[src/rtl/keypad_pkg.sv]
// Shared types and constants for the keypad read sequencer and its key FIFO.
package keypad_pkg;

  localparam int unsigned KEY_W = 4;
  localparam int unsigned ACK_MAX_DEFAULT = 100000;

  typedef enum logic [1:0] {
    StIdle,
    StAck,
    StRelease
  } seqState_e;

endpackage

[src/rtl/key_fifo.sv]
// Circular key FIFO with first-word fall-through; the head output holds the last popped
// value while empty.
module key_fifo #(
  parameter int unsigned DEPTH = 8,
  parameter int unsigned KEY_W = 4,
  localparam int unsigned AW = $clog2(DEPTH)
) (
  input  logic             clk,
  input  logic             rstN,
  input  logic             push,
  input  logic             pop,
  input  logic             clear,
  input  logic [KEY_W-1:0] din,
  output logic [KEY_W-1:0] dout,
  output logic [AW:0]      count,
  output logic             full,
  output logic             empty
);

  logic [KEY_W-1:0] mem [DEPTH];
  logic [AW:0]      wrPtrQ, rdPtrQ;
  logic [KEY_W-1:0] lastQ;
  logic             doPush, doPop;

  assign empty  = (wrPtrQ == rdPtrQ);
  assign full   = (wrPtrQ[AW] != rdPtrQ[AW]) && (wrPtrQ[AW-1:0] == rdPtrQ[AW-1:0]);
  // full/empty come from registered pointers, so a same-cycle pop never frees room
  assign doPush = push && !full && !clear;
  assign doPop  = pop && !empty && !clear;
  assign count  = wrPtrQ - rdPtrQ;
  assign dout   = empty ? lastQ : mem[rdPtrQ[AW-1:0]];

  always_ff @(posedge clk or negedge rstN) begin
    if (!rstN) begin
      wrPtrQ <= '0;
      rdPtrQ <= '0;
      lastQ  <= '0;
    end else if (clear) begin
      wrPtrQ <= '0;
      rdPtrQ <= '0;
    end else begin
      if (doPush) wrPtrQ <= wrPtrQ + 1'b1;
      if (doPop) begin
        rdPtrQ <= rdPtrQ + 1'b1;
        lastQ  <= mem[rdPtrQ[AW-1:0]];
      end
    end
  end

  always_ff @(posedge clk) begin
    if (doPush) mem[wrPtrQ[AW-1:0]] <= din;
  end

endmodule

[src/rtl/keypad_read_sequencer.sv]
// KeyReady/KeyRead handshake owner: captures interpreter keys into a FIFO and presents them
// downstream on a valid/ready interface, with a bounded acknowledge pulse.
module keypad_read_sequencer
  import keypad_pkg::*;
#(
  parameter int unsigned DEPTH = 8,
  parameter int unsigned ACK_MAX = ACK_MAX_DEFAULT,
  localparam int unsigned CW = $clog2(DEPTH) + 1,
  localparam int unsigned AckW = $clog2(ACK_MAX + 1)
) (
  input  logic             Clock,
  input  logic             ResetButton,
  input  logic             Clear,
  input  logic             KeyReady,
  input  logic [KEY_W-1:0] DataIn,
  output logic             KeyRead,
  output logic             KeyValid,
  output logic [KEY_W-1:0] KeyData,
  input  logic             KeyAccept,
  output logic [CW-1:0]    Count,
  output logic             AckTimeout
);

  logic [1:0]      rstSyncQ;
  logic            rstN;
  seqState_e       stateQ, stateD;
  logic [AckW-1:0] ackCntQ, ackCntD;
  logic            timeoutD, keyReadD, keyReadQ, timeoutQ;
  logic            push, full, empty;

  // Asynchronous assert, release after two clock edges
  always_ff @(posedge Clock or negedge ResetButton) begin
    if (!ResetButton) rstSyncQ <= 2'b00;
    else              rstSyncQ <= {rstSyncQ[0], 1'b1};
  end
  assign rstN = rstSyncQ[1];

  key_fifo #(
    .DEPTH(DEPTH),
    .KEY_W(KEY_W)
  ) uFifo (
    .clk  (Clock),
    .rstN (rstN),
    .push (push),
    .pop  (KeyAccept),
    .clear(Clear),
    .din  (DataIn),
    .dout (KeyData),
    .count(Count),
    .full (full),
    .empty(empty)
  );

  always_comb begin
    stateD   = stateQ;
    ackCntD  = ackCntQ;
    timeoutD = timeoutQ;
    push     = 1'b0;
    if (Clear) begin
      // A key still asserted at flush time must not be re-captured
      stateD   = KeyReady ? StRelease : StIdle;
      ackCntD  = '0;
      timeoutD = 1'b0;
    end else begin
      case (stateQ)
        StIdle: begin
          if (KeyReady && !full) begin
            push    = 1'b1;
            stateD  = StAck;
            ackCntD = '0;
          end
        end
        StAck: begin
          if (!KeyReady) begin
            stateD = StIdle;
          end else if (ackCntQ == AckW'(ACK_MAX - 1)) begin
            timeoutD = 1'b1;
            stateD   = StRelease;
          end else begin
            ackCntD = ackCntQ + 1'b1;
          end
        end
        StRelease: begin
          if (!KeyReady) stateD = StIdle;
        end
        default: stateD = StIdle;
      endcase
    end
    keyReadD = (stateQ == StAck) && !Clear;
  end

  always_ff @(posedge Clock or negedge rstN) begin
    if (!rstN) begin
      stateQ   <= StIdle;
      ackCntQ  <= '0;
      timeoutQ <= 1'b0;
      keyReadQ <= 1'b0;
    end else begin
      stateQ   <= stateD;
      ackCntQ  <= ackCntD;
      timeoutQ <= timeoutD;
      keyReadQ <= keyReadD;
    end
  end

  assign KeyRead    = keyReadQ;
  assign AckTimeout = timeoutQ;
  assign KeyValid   = !empty;

endmodule

[config.mk]
export PLATFORM = sky130hd
export DESIGN_NAME = keypad_read_sequencer
export DESIGN_NICKNAME = d
export VERILOG_FILES = /design/src/rtl/keypad_pkg.sv /design/src/rtl/key_fifo.sv /design/src/rtl/keypad_read_sequencer.sv
export SDC_FILE = /design/constraint.sdc
export NUM_CORES = 1
export LEC_CHECK = 0
export ABC_AREA = 1
export BUFFER_PORTS_ARGS = -buffer_cell sky130_fd_sc_hd__buf_4
export CAP_MARGIN = 20
export CORE_ASPECT_RATIO = 0.7
export CORE_MARGIN = 1.5
export CORE_UTILIZATION = 50
export CTS_CLUSTER_SIZE = 40
export DETAILED_ROUTE_END_ITERATION = 12
export GPL_TIMING_DRIVEN = 0
export HOLD_SLACK_MARGIN = 0.08
export PLACE_DENSITY = 0.67
export SYNTH_ARGS = -nofsm -noshare
export SYNTH_HDL_FRONTEND = slang
export SYNTH_HIERARCHICAL = 1
export SYNTH_SLANG_ARGS = --single-unit
export TNS_END_PERCENT = 30
[constraint.sdc]
create_clock -name Clock -period 3.6 [get_ports Clock]
set_input_delay 0.36 -clock Clock [delete_from_list [all_inputs] [get_ports Clock]]
set_output_delay 0.36 -clock Clock [all_outputs]
set_load 0.01 [all_outputs]
# == After elaboration in Yosys (flattened, before gate mapping) ==
# Memory sizes are Yosys's and may differ from the RTL's.
# Cells that the tools add are included.
# totals
register_bits,35
ram_bits,32
output_inout_bits,11
elab_cells,72
n_memories,1
# memory_table
name,depth,word_bits,rd,rd_ports_with_merged_regs,write_ports,line_no,text
uFifo.mem,8,4,1,0,1,key_fifo.sv:20,logic [KEY_W-1:0] mem [DEPTH];
# op_classes
n_addsub,4
n_eq_ne,11
n_mux,26
bitwise_logic,1
n_reduce_logical,21
# ops
op,count
two-way mux 17 bit,4
one-hot mux 17 bit (2 select lines),1
two-way mux 4 bit,5
adder 17 x 1 -> 17 bit (second input constant),1
equality test 17 bit (second input constant),1
two-way mux 2 bit,6
inequality test 3 bit (second input constant),4
nonzero test 2 bit,5
two-way mux 1 bit,9
adder 4 x 1 -> 4 bit (second input constant),2
logical AND 1 bit,7
one-hot mux 2 bit (3 select lines),1
AND reduction 3 bit,2
equality test 4 bit,1
inequality test 4 bit (second input constant),1
AND reduction 4 bit,1
subtractor 4 bit,1
equality test 3 bit,1
zero test 1 bit,3
nonzero test 3 bit,1
equality test 2 x 1 -> 1 bit (second input constant),1
equality test 2 bit (second input constant),1
zero test 2 bit,1
AND reduction 2 bit,1
other kinds (2),2

# == Depth between registers and ports, before layout ==
# Gate-level depths: netlist of run 1.
# logic_depth
word_depth,11
ltp_mapped,15

# == Cells and area by module ==
# Netlist of run 1, hierarchy kept.
# modules_own_cells
mod,instances,cells_per_inst,area_each_um2,seq_area_each_um2
key_fifo,1,239,2279.7,1261.2
keypad_read_sequencer,1,209,1427.6,575.6

# == Least setup slack after synthesis of run 1 ==
# OpenSTA, ideal clock, no wires.
# synth_path
path_kind,reg2reg
start,reg uFifo.rdPtrQ[1]
end,mem uFifo.mem[7][0] (enable)
setup_ns,0.314
t_arrival_ns,2.021
setup_slack_ns,1.266
stages_incl_launch_ff,14
n_path_buf,1
synth_period_minus_slack_ns,2.334
path_cell_list,dfrtp_1 > buf_2 > inv_2 > ha_1 > nand2_1 > nor2_4 > nand2_4 > inv_1 > or2_1 > nor2_1 > nand2_4 > inv_6 > nand2_8 > nor2_2
# synth_between
elab_chain_cells,11
# synth_lines
element,line_no,text
"start, declared",key_fifo.sv:21,"logic [AW:0] wrPtrQ, rdPtrQ;"
"start signal, assigned",key_fifo.sv:44,rdPtrQ <= rdPtrQ + 1'b1;
equality test 3 bit,key_fifo.sv:26,assign full = (wrPtrQ[AW] != rdPtrQ[AW]) && (wrPtrQ[AW-1:0] == rdPtrQ[AW-1:0]);
logical AND 1 bit,key_fifo.sv:26,
via full,keypad_read_sequencer.sv:29,"logic push, full, empty;"
zero test 1 bit,keypad_read_sequencer.sv:67,if (KeyReady && !full) begin
logical AND 1 bit,keypad_read_sequencer.sv:67,
two-way mux 1 bit,keypad_read_sequencer.sv:67,
two-way mux 1 bit,keypad_read_sequencer.sv:65,case (stateQ)
two-way mux 1 bit,keypad_read_sequencer.sv:59,if (Clear) begin
via push,keypad_read_sequencer.sv:29,
logical AND 1 bit (2 in series),key_fifo.sv:28,assign doPush = push && !full && !clear;
two-way mux 1 bit,key_fifo.sv:51,if (doPush) mem[wrPtrQ[AW-1:0]] <= din;
two-way mux 1 bit (implied by the code),key_fifo.sv:51,
"end, declared",key_fifo.sv:20,
# The timed path passes the listed nets, and every way through them passes these cells.

# == Final worst setup path of run 1 ==
# layout_path
start,reg uFifo.rdPtrQ[1]
end,mem uFifo.mem[3][2] (enable)
# Same word-level chain as after synthesis.

==> results of run 1 <==
## flip-flops by register name, summed over array words and instances, names as in the netlist
register / count
KeyRead: 1
stateQ: 2
uFifo/rdPtrQ: 4
AckTimeout: 1
uFifo/mem: 32
uFifo/wrPtrQ: 4
rstSyncQ: 2
uFifo/lastQ: 4
ackCntQ: 17
## where the power goes
group | switching, uW | internal, uW
Clock | 296 | 391
Sequential | 26.5 | 836
Combinational | 250 | 164
## logic make-up (layout without fill, tap and decap cells)
logic type               count (synthesis)  in the layout
other                                    1              1
buffers and inverters                   66            103
AO/OA/AOI/OAI                           11             11
flip-flops                              67             67
XOR/XNOR                                11             11
adder cells (fa/ha/maj)                  7              7
AND/OR/NAND/NOR                        285            285
## layer usage
metal	track usage, %	wire length, um	up-vias
li1	-	-	1492
met1	34.6	4290	1332
met2	29.9	3060	96
met3	4.42	456	10
met4	7.21	97	0
met5	0	0	-
## per-stage QoR
stage / worst slack (ps) / hold WS, ps / instances
after floorplan: 1270 / 64.4 / 448
after CTS: 892 / 252 / 583
final: 880 / 265 / 583
after global routing: 685 / 255 / 583
after detailed placement: 917 / 144 / 566
after global placement: 926 / 143 / 565
## timing repair
action	in CTS	in global routing
buffers inserted	0	0
hold buffers	1	0
hold endpoints to repair	2	0
## worst paths after layout
path / startpoint / endpoint / slack (ps)
worst max-delay path: uFifo/rdPtrQ[1] / uFifo/mem[3][2] / 880
worst min-delay path: DataIn[3] / uFifo/mem[2][3] / 270
worst max register to register: uFifo/rdPtrQ[1] / uFifo/mem[3][2] / 880
worst min register to register: rstSyncQ[1] / uFifo/wrPtrQ[2] / 340
max in group asynchronous: rstSyncQ[1] / uFifo/lastQ[0] / 2700
min in group asynchronous: ResetButton / rstSyncQ[0] / 330
## cell type report
type                    count  share of cell area (%)
clock buffers              10                    3.02
well taps                  98                    2.90
repair buffers             21                    4.26
flip-flops and latches     67                    43.4
multi-input cells         315                    37.4
inverters                  57                    5.24
clock inverters             6                    2.13
plain buffers               9                    1.63
## worst register-to-register path, delay by kind of cell (launching register included)
family	cells	cell delay, ps
buf+inv	4	550
flops	1	440
simple gates	8	1110
fa+ha+maj	1	290
## layout by cell type, fill, tap and decap left out, types with 2 or more instances in the layout
| cell type | count |
|---|---|
| a21oi_1 | 2 |
| buf_2 | 4 |
| buf_4 | 21 |
| buf_6 | 3 |
| bufinv_16 | 2 |
| clkbuf_8 | 9 |
| clkinv_4 | 2 |
| dfrtp_1 | 35 |
| edfxtp_1 | 32 |
| ha_1 | 6 |
| inv_1 | 49 |
| inv_2 | 6 |
| nand2_1 | 169 |
| nand2_2 | 2 |
| nand2_4 | 6 |
| nand3_1 | 57 |
| nand4_1 | 10 |
| nor2_1 | 20 |
| nor2_2 | 13 |
| nor2_4 | 3 |
| o21ai_0 | 3 |
| o21ai_2 | 2 |
| o21bai_1 | 2 |
| xor2_1 | 10 |
==> flow_metrics.tcl, run 1 <==
set metrics [dict create \
    run_status "complete, no violations" \
    path_depth 13 \
    die_w_um 106 \
    synthCells 448 \
    cts_buffers 9 \
    period_minus_slack_ps 2720 \
    finalCritPeriodShare_pct 75.6 \
    worst-endpoint-required_ps 3620 \
    synth_nets 464 \
    critPathBufInv 4 \
    place_area_um2 4000 \
    core_um2 7250 \
    io_pins 20 \
    ys.flop_type "dfrtp_1" \
    min_path_type "primary input to flop" \
    cp_cell_sequence "buf_2 > inv_2 > ha_1 > nand2_1 > nor2_4 > nand2_4 > inv_1 > or2_1 > nor2_1 > nand2_4 > inv_6 > nand2_8 > nor2_2" \
    path_max_fanout 10 \
    num_rows 26 \
    antenna_found_initial 0 \
    gp_congestion 0.902 \
    report.final.slew_viol_count 0 \
    finalHoldViolations 0 \
    worstMarginPinSlew_ps 826 \
    arrival_ps 2740 \
    fmax_mhz 368 \
    viasPerCell 5.03 \
    syn2layout_area_growth_pct 14.0 \
    multiInputGateArea_um2 1580 \
    wire_per_inst_um 13.6 \
    synthAdderAreaFrac_pct 2.56 \
    synth_common_cells "169 x nand2_1, 57 x nand3_1, 49 x inv_1" \
    drt_iter0_drc 239 \
    ys_seq_area_share_pct 49.5 \
    grt_start_max_net_pins 18 \
    synth_compound_area_share_pct 1.86 \
    power.total_uw 1960 \
    grt_pass1_wl_um 13000 \
    die_h_um 75.0 \
    gr-total-overflow 0 \
    p_per_area_nw_per_um2 465 \
    cts_num_sinks 67 \
    clk_path_buf_depth 2 \
    dieArea_um2 7950 \
    grt_use_total_pct 21.9 \
    synthMuxAreaShare_pct 0 \
    syn_avg_cell_area_um2 8.28 \
    vias 2930 \
    clk_pin_slew_worst_paths_ps 80 \
    drt_wl_total_um 7900 \
    netlist_area_um2 3710 \
    layout.nets 496 \
    max_slew_margin_pct 45.0 \
    synth-simple-area-share_pct 35.5 \
    drive_above_1_share_pct 16.7 \
    post-route-util_pct 58.3 \
    grt_pass1_vias 2587 \
    drt_drc_violations_left 0 \
    ys_types 33 \
    dp_hpwl_um 5820 \
    reg2regPathDepth 13 \
    crit_top_cell "nand2_4" \
    initial_utilization_pct 51.1 \
    synth.most_common_cell "nand2_1" \
    async_reset_ff_share_pct 52.2 \
    setup_tns_ps 0 \
    cpMaxStageDelayCell "dfrtp_1" \
    maxCapViolCount 0 \
    finalClockSkew_ps 7.36 \
    crit_path_start_kind "flop" \
    fin_area_um2 4230 \
    cts_tree "built" \
    drt_pre_antenna_iters 5 \
    cp-end-kind "flop" \
    antenna_cells 0 \
    p_leak_uw 0.00205 \
    synthTopCellsByArea "edfxtp_1 26%, dfrtp_1 24%, nand2_1 17%" \
    synth-edff-count 32 \
    crit_family "simple AND/OR/NAND/NOR gates" \
    port_buffers 19 \
    setup_viol 0 \
    insertion_delay_ps 340 \
    synth_top_area_share_pct 25.9 \
    slowest_delay_ps 440 \
    yosysWarnings 6 \
    ant_nets 0 \
    yosys.area.top_type "edfxtp_1" \
    min_path_cells 1 \
    synth_top_family_by_area "simple AND/OR/NAND/NOR gates" \
    root_buffer "clkbuf_8" \
    synth-xor-area-share_pct 2.60 \
    irDropWorstVdd_mv 0.328 \
    seq_area_um2 1840 \
    htree_levels 3 \
    worstSetupPathType "flop to flop" \
    cts_resized 0 \
    rsz0062_at_grt "false" \
    fill_cells 658 \
    ys_ff_latch 67 \
]
No activity file was read; power rests on OpenSTA's default activity.
==> inputs of run 2 (changes only) <==
--- a/config.mk
+++ b/config.mk
@@ -5,7 +5,7 @@
 export SDC_FILE = /design/constraint.sdc
 export NUM_CORES = 1
 export LEC_CHECK = 0
-export ABC_AREA = 1
+export ABC_AREA = 0
 export BUFFER_PORTS_ARGS = -buffer_cell sky130_fd_sc_hd__buf_4
 export CAP_MARGIN = 20
 export CORE_ASPECT_RATIO = 0.7
@@ -15,7 +15,7 @@
 export DETAILED_ROUTE_END_ITERATION = 12
 export GPL_TIMING_DRIVEN = 0
 export HOLD_SLACK_MARGIN = 0.08
-export PLACE_DENSITY = 0.67
+export PLACE_DENSITY = 0.68
 export SYNTH_ARGS = -nofsm -noshare
 export SYNTH_HDL_FRONTEND = slang
 export SYNTH_HIERARCHICAL = 1
==> constraint.sdc (replaced) <==
create_clock -name Clock -period 2.9 [get_ports Clock]
set_input_delay 0.29 -clock Clock [delete_from_list [all_inputs] [get_ports Clock]]
set_output_delay 0.29 -clock Clock [all_outputs]
set_load 0.01 [all_outputs]
==> run 2 against run 1 <==
  * Wire length shrank 9.8%
  * Maximum frequency barely moved
  * Non-clock buffer count up 1
  * Critical path type unchanged
  * Largest power group unchanged
  * Synthesized cell count is 36% lower
  * Highest routed layer unchanged
  * Synthesized area is 9.9% lower
  * Total power is 12% higher
==> flow_metrics.tcl, run 2 <==
set metrics [dict create \
    seq_area_um2 1840 \
    rsz0062_at_grt "false" \
    worst-endpoint-required_ps 2910 \
    synth_nets 303 \
    antenna_found_initial 0 \
    finalHoldViolations 0 \
    min_path_type "primary input to flop" \
    gr-total-overflow 0 \
    root_buffer "clkbuf_8" \
    ant_nets 0 \
    synth.most_common_cell "dfrtp_1" \
    clk_pin_slew_worst_paths_ps 80 \
    port_buffers 19 \
    netlist_area_um2 3340 \
    p_seq_share_pct 48.4 \
    cts_buffers 9 \
    swShare_pct 26.5 \
    grt_pass1_wl_um 11700 \
    syn2layout_area_growth_pct 18.0 \
    viasPerCell 5.72 \
    p_int_uw 1620 \
    cp-end-kind "flop" \
    drive_above_1_share_pct 23.7 \
    async_reset_ff_share_pct 52.2 \
    gp_congestion 0.864 \
    clk_path_buf_depth 2 \
    syn_avg_cell_area_um2 11.6 \
    multiInputGateArea_um2 1450 \
    cts_num_sinks 67 \
    final_cell_mix "34 x dfrtp_1, 32 x edfxtp_1, 22 x inv_1" \
    yosysWarnings 6 \
    clock_power_share_pct 35.6 \
    die_h_um 71.4 \
    synth_top_area_share_pct 28.8 \
    report.final.slew_viol_count 0 \
    io_pins 20 \
    finalCritPeriodShare_pct 93.8 \
    drt_drc_violations_left 0 \
    htree_levels 3 \
    drt_iter0_drc 250 \
    num_rows 24 \
    power.total_uw 2200 \
    ys_seq_area_share_pct 55.0 \
    drt_wl_total_um 7130 \
    final_common_cell "dfrtp_1" \
    synthCells 287 \
    fill_cells 498 \
    insertion_delay_ps 340 \
    p_per_area_nw_per_um2 559 \
    core_um2 6340 \
    p_switching_uw 585 \
    initial_utilization_pct 52.7 \
    maxCapViolCount 0 \
    combPwrFrac_pct 15.9 \
    ys.flop_type "dfrtp_1" \
    dp_hpwl_um 5160 \
    worstMarginPinSlew_ps 745 \
    yosys.area.top_type "edfxtp_1" \
    finalClockSkew_ps 10.3 \
    period_minus_slack_ps 2720 \
    cts_tree "built" \
    setup_viol 0 \
    wire_per_inst_um 17.1 \
    grt_start_max_net_pins 19 \
    p_leak_uw 0.00153 \
    path_max_fanout 10 \
    run_status "complete, no violations" \
    ys_types 56 \
    drt_pre_antenna_iters 5 \
    largest_reg_flops 32 \
    post-route-util_pct 62.3 \
    vias 2381 \
    irDropWorstVdd_mv 0.263 \
    max_slew_margin_pct 50.3 \
    grt_use_total_pct 22.0 \
    synth_common_cells "35 x dfrtp_1, 32 x edfxtp_1, 24 x nor2_1" \
    layout.nets 336 \
    dieArea_um2 7190 \
    synth-edff-count 32 \
    antenna_cells 0 \
    worstSetupPathType "flop to flop" \
    fmax_mhz 368 \
    crit_path_start_kind "flop" \
    grt_pass1_vias 2213 \
    ys_ff_latch 67 \
    arrival_ps 2740 \
    die_w_um 101 \
    synthTopCellsByArea "edfxtp_1 29%, dfrtp_1 26%, mux4_2 5.4%" \
]
run 2: cell count changes in the layout (fill, tap and decap cells not counted), moves of 10 or more:
cell / change
mux2i_1: +11
nand2_1: -149
nor2_2: -10
o21ai_0: +11
nand3_1: -49
inv_1: -27
run 2: what timing repair did:
item                                    in CTS  in global routing
endpoints found under the setup margin      36                 26
hold buffers                                 1                  0
pin swaps                                    3                  2
setup buffers                                1                  0
gates resized for setup                     20                  1
hold endpoints to repair                     2                  0
run 2: layout make-up:
cell class / instances / area share, %
Inverter: 24 / 2.44
Multi-Input combinational cell: 187 / 36.9
Clock inverter: 6 / 1.62
Clock buffer: 10 / 3.49
Buffer: 9 / 1.36
Tap cell: 91 / 2.89
Sequential cell: 67 / 46.6
Timing Repair Buffer: 22 / 4.76
run 2: final timing paths:
check	from	slack (ps)	endpoint	cells past startpoint
max	uFifo/rdPtrQ[2]	180	uFifo/mem[1][1]	9
min	DataIn[0]	180	uFifo/mem[0][0]	1
max reg2reg	uFifo/rdPtrQ[2]	180	uFifo/mem[1][1]	9
min reg2reg	rstSyncQ[1]	310	ackCntQ[10]	0
max in group asynchronous	rstSyncQ[1]	2050	uFifo/lastQ[0]	1
min in group asynchronous	ResetButton	260	rstSyncQ[1]	2
run 2: worst max-delay path: stages (launching register included):
cell and delay (ps):
dfrtp_1 320, clkbuf_4 220, inv_1 120, ha_1 360, nand3_4 170, nor2_1 90
nor4_4 220, o21ai_2 160, or3_4 420, nor3_4 300
run 2: cells by family after synthesis:
kind of cell             after synthesis  synth area share [%]
XOR/XNOR                               9                  2.81
AND/OR/NAND/NOR                       98                  15.4
multiplexers                          19                  8.69
other                                  1                 0.112
flip-flops                            67                  55.0
buffers and inverters                 33                  4.34
AO/OA/AOI/OAI                         53                  10.9
adder cells (fa/ha/maj)                7                  2.85
run 2: stage by stage:
step           std cells  hold WS (ps)  TNS, ps  instance area (um^2)  setup slack [ps]
2_1_floorplan        287         -5.59        0                  3350               106
3_3_place_gp         397          72.6   -16360                  3610              -538
3_5_place_dp         398          73.0   -21660                  3640              -714
4_1_cts              416           167        0                  3940              9.01
5_1_grt              416           166        0                  3950              2.18
6_report             416           178        0                  3950               179
run 2: power by group through the flow:
stage          clock network (uW)  registers [uW]  logic [uW]
2_1_floorplan                   0            1080         196
3_3_place_gp                    0            1090         321
3_5_place_dp                    0            1090         339
4_1_cts                       799            1070         349
5_1_grt                       837            1070         389
6_report                      786            1070         351
run 2: routing by layer:
metal / global-route usage (%) / up-vias / routed length [um]
met5: 0 / - / 0
met4: 6.57 / 0 / 84
met3: 5.37 / 8 / 407
met2: 29.9 / 76 / 2860
met1: 35.0 / 1161 / 3770
li1: - / 1136 / -
==> inputs of run 3 (changes only) <==
==> constraint.sdc (replaced) <==
create_clock -name Clock -period 2.8 [get_ports Clock]
set_input_delay 0.28 -clock Clock [delete_from_list [all_inputs] [get_ports Clock]]
set_output_delay 0.28 -clock Clock [all_outputs]
set_load 0.01 [all_outputs]
==> run 3 against run 2 <==
  * Total power is 3.7% higher
  * Non-clock buffer count up 1
  * Maximum frequency increased by 3.6%
  * Critical path depth stayed put
  * Sequential share of layout area shrank 0.19 points
  * Count of clock-buffer cells in the layout stayed put
  * Cell count up 0.24%
  * Clock power increased by 3.2%
  * Setup slack lost 4.7 ps
  * Register-to-register slack hardly changed
==> flow_metrics.tcl, run 3 (synthesis gave the netlist of run 2 again) <==
set metrics [dict create \
    grt_start_max_net_pins 19 \
    htree_levels 3 \
    antenna_cells 0 \
    cts_buffers 9 \
    io_pins 20 \
    cp-end-kind "flop" \
    finalClockSkew_ps 9.69 \
    final_cell_mix "34 x dfrtp_1, 32 x edfxtp_1, 22 x inv_1, 22 x buf_4, 20 x nand2_1" \
    cp-startpoint "uFifo/rdPtrQ[2]" \
    num_rows 24 \
    setup_viol 0 \
    dr.max_layer_used "met4" \
    finalHoldViolations 0 \
    reg2regPathDepth 9 \
    crit_path_start_kind "flop" \
    gp_congestion 0.864 \
    gr-total-overflow 0 \
    dp_hpwl_um 5160 \
    layout.nets 337 \
    drive_above_1_share_pct 24.2 \
    rsz0062_at_grt "false" \
    port_buffers 19 \
    drt_pre_antenna_iters 4 \
    dieArea_um2 7190 \
    finalCritPeriodShare_pct 93.8 \
    core_um2 6340 \
    antenna_found_initial 0 \
    viasPerCell 5.73 \
    worstSetupPathType "flop to flop" \
    grt_use_total_pct 22.4 \
    reg2reg_slack_ps 170 \
    met2_length_um 2900 \
    wl_met1_um 3640 \
    root_buffer "clkbuf_8" \
    p_per_area_nw_per_um2 577 \
    place_area_um2 3640 \
    ant_nets 0 \
    worst-endpoint-required_ps 2820 \
    arrival_ps 2650 \
    insertion_delay_ps 340 \
    worstReg2RegStart "uFifo/rdPtrQ[2]" \
    die_h_um 71.4 \
    path_max_fanout 10 \
    setup_tns_ps 0 \
    clk_pin_slew_worst_paths_ps 80 \
    syn2layout_area_growth_pct 18.5 \
    fin_area_um2 3960 \
    cts_tree "built" \
    max_slew_margin_pct 50.1 \
    die_w_um 101 \
    run_status "complete, no violations" \
    period_minus_slack_ps 2630 \
    final_common_cell "dfrtp_1" \
    met3_length_um 512 \
    drt_drc_violations_left 0 \
    wire_per_inst_um 17.1 \
    drt_wl_total_um 7140 \
    largest_reg_flops 32 \
    endpoint "uFifo/mem[0][3]" \
    vias 2391 \
    p_leak_uw 0.00153 \
    irDropWorstVdd_mv 0.273 \
    grt_pass1_wl_um 11900 \
    clk_path_buf_depth 2 \
    drt_iter0_drc 191 \
    min_path_type "primary input to flop" \
    fmax_mhz 381 \
    worstMarginPinSlew_ps 749 \
    report.final.slew_viol_count 0 \
    r2r-end "uFifo/mem[0][3]" \
    initial_utilization_pct 52.7 \
    maxCapViolCount 0 \
    cts_num_sinks 67 \
    grt_pass1_vias 2252 \
]
run 3: worst min-delay path by stage:
stage	start	to	slack, ps	depth (start not counted)
after global routing	DataIn[0]	uFifo/mem[0][0]	160	1
final	DataIn[0]	uFifo/mem[0][0]	170	1
after detailed placement	ResetButton	rstSyncQ[1]	60	1
after CTS	DataIn[0]	uFifo/mem[4][0]	160	1
after global placement	ResetButton	rstSyncQ[0]	60	1
after floorplan	ResetButton	rstSyncQ[0]	-20	0
run 3: report_power, final:
part           internal [uW]  switching (uW)
registers               1070            33.0
clock network            435             376
logic                    171             197
run 3: final cells by class:
type / count / area [um^2]
multi-input cells: 187 / 1460
fillers: 495 / 2370
well taps: 91 / 114
flip-flops and latches: 67 / 1840
clock buffers: 10 / 138
plain buffers: 9 / 60.1
inverters: 24 / 96.3
repair buffers: 23 / 195
clock inverters: 6 / 63.8
run 3: layer usage:
layer / vias to the layer above / track usage (%)
li1: 1140 / -
met1: 1172 / 35.2
met2: 70 / 30.9
met3: 9 / 5.37
met4: 0 / 6.57
met5: - / 0
run 3: worst max-delay path, stage by stage, from the launching register on:
cell and delay [ps]:
dfrtp_1 370, clkbuf_8 170, inv_1 130, ha_1 310
nand3_4 180, nor2_1 100, nor4_4 220, o21ai_2 120
or3_4 400, nor3_4 320
run 3: repair_timing:
action	4_1_cts	5_1_grt
endpoints found under the hold margin	2	0
gates resized for setup	22	1
hold buffers	1	0
setup buffers	2	0
pin swaps	3	2
endpoints found under the setup margin	43	21
run 3: stage by stage:
stage / worst slack [ps] / total power (uW) / hold slack, ps / std cells / utilization, %
3_3_place_gp: -638 / 1460 / 62.6 / 397 / 57.0
2_1_floorplan: 5.68 / 1320 / -15.6 / 287 / -
4_1_cts: 24.2 / 2300 / 157 / 417 / 62.5
5_1_grt: 48.4 / 2390 / 156 / 417 / 62.5
3_5_place_dp: -814 / 1480 / 63.0 / 398 / 57.4
6_report: 174 / 2290 / 166 / 417 / 62.5
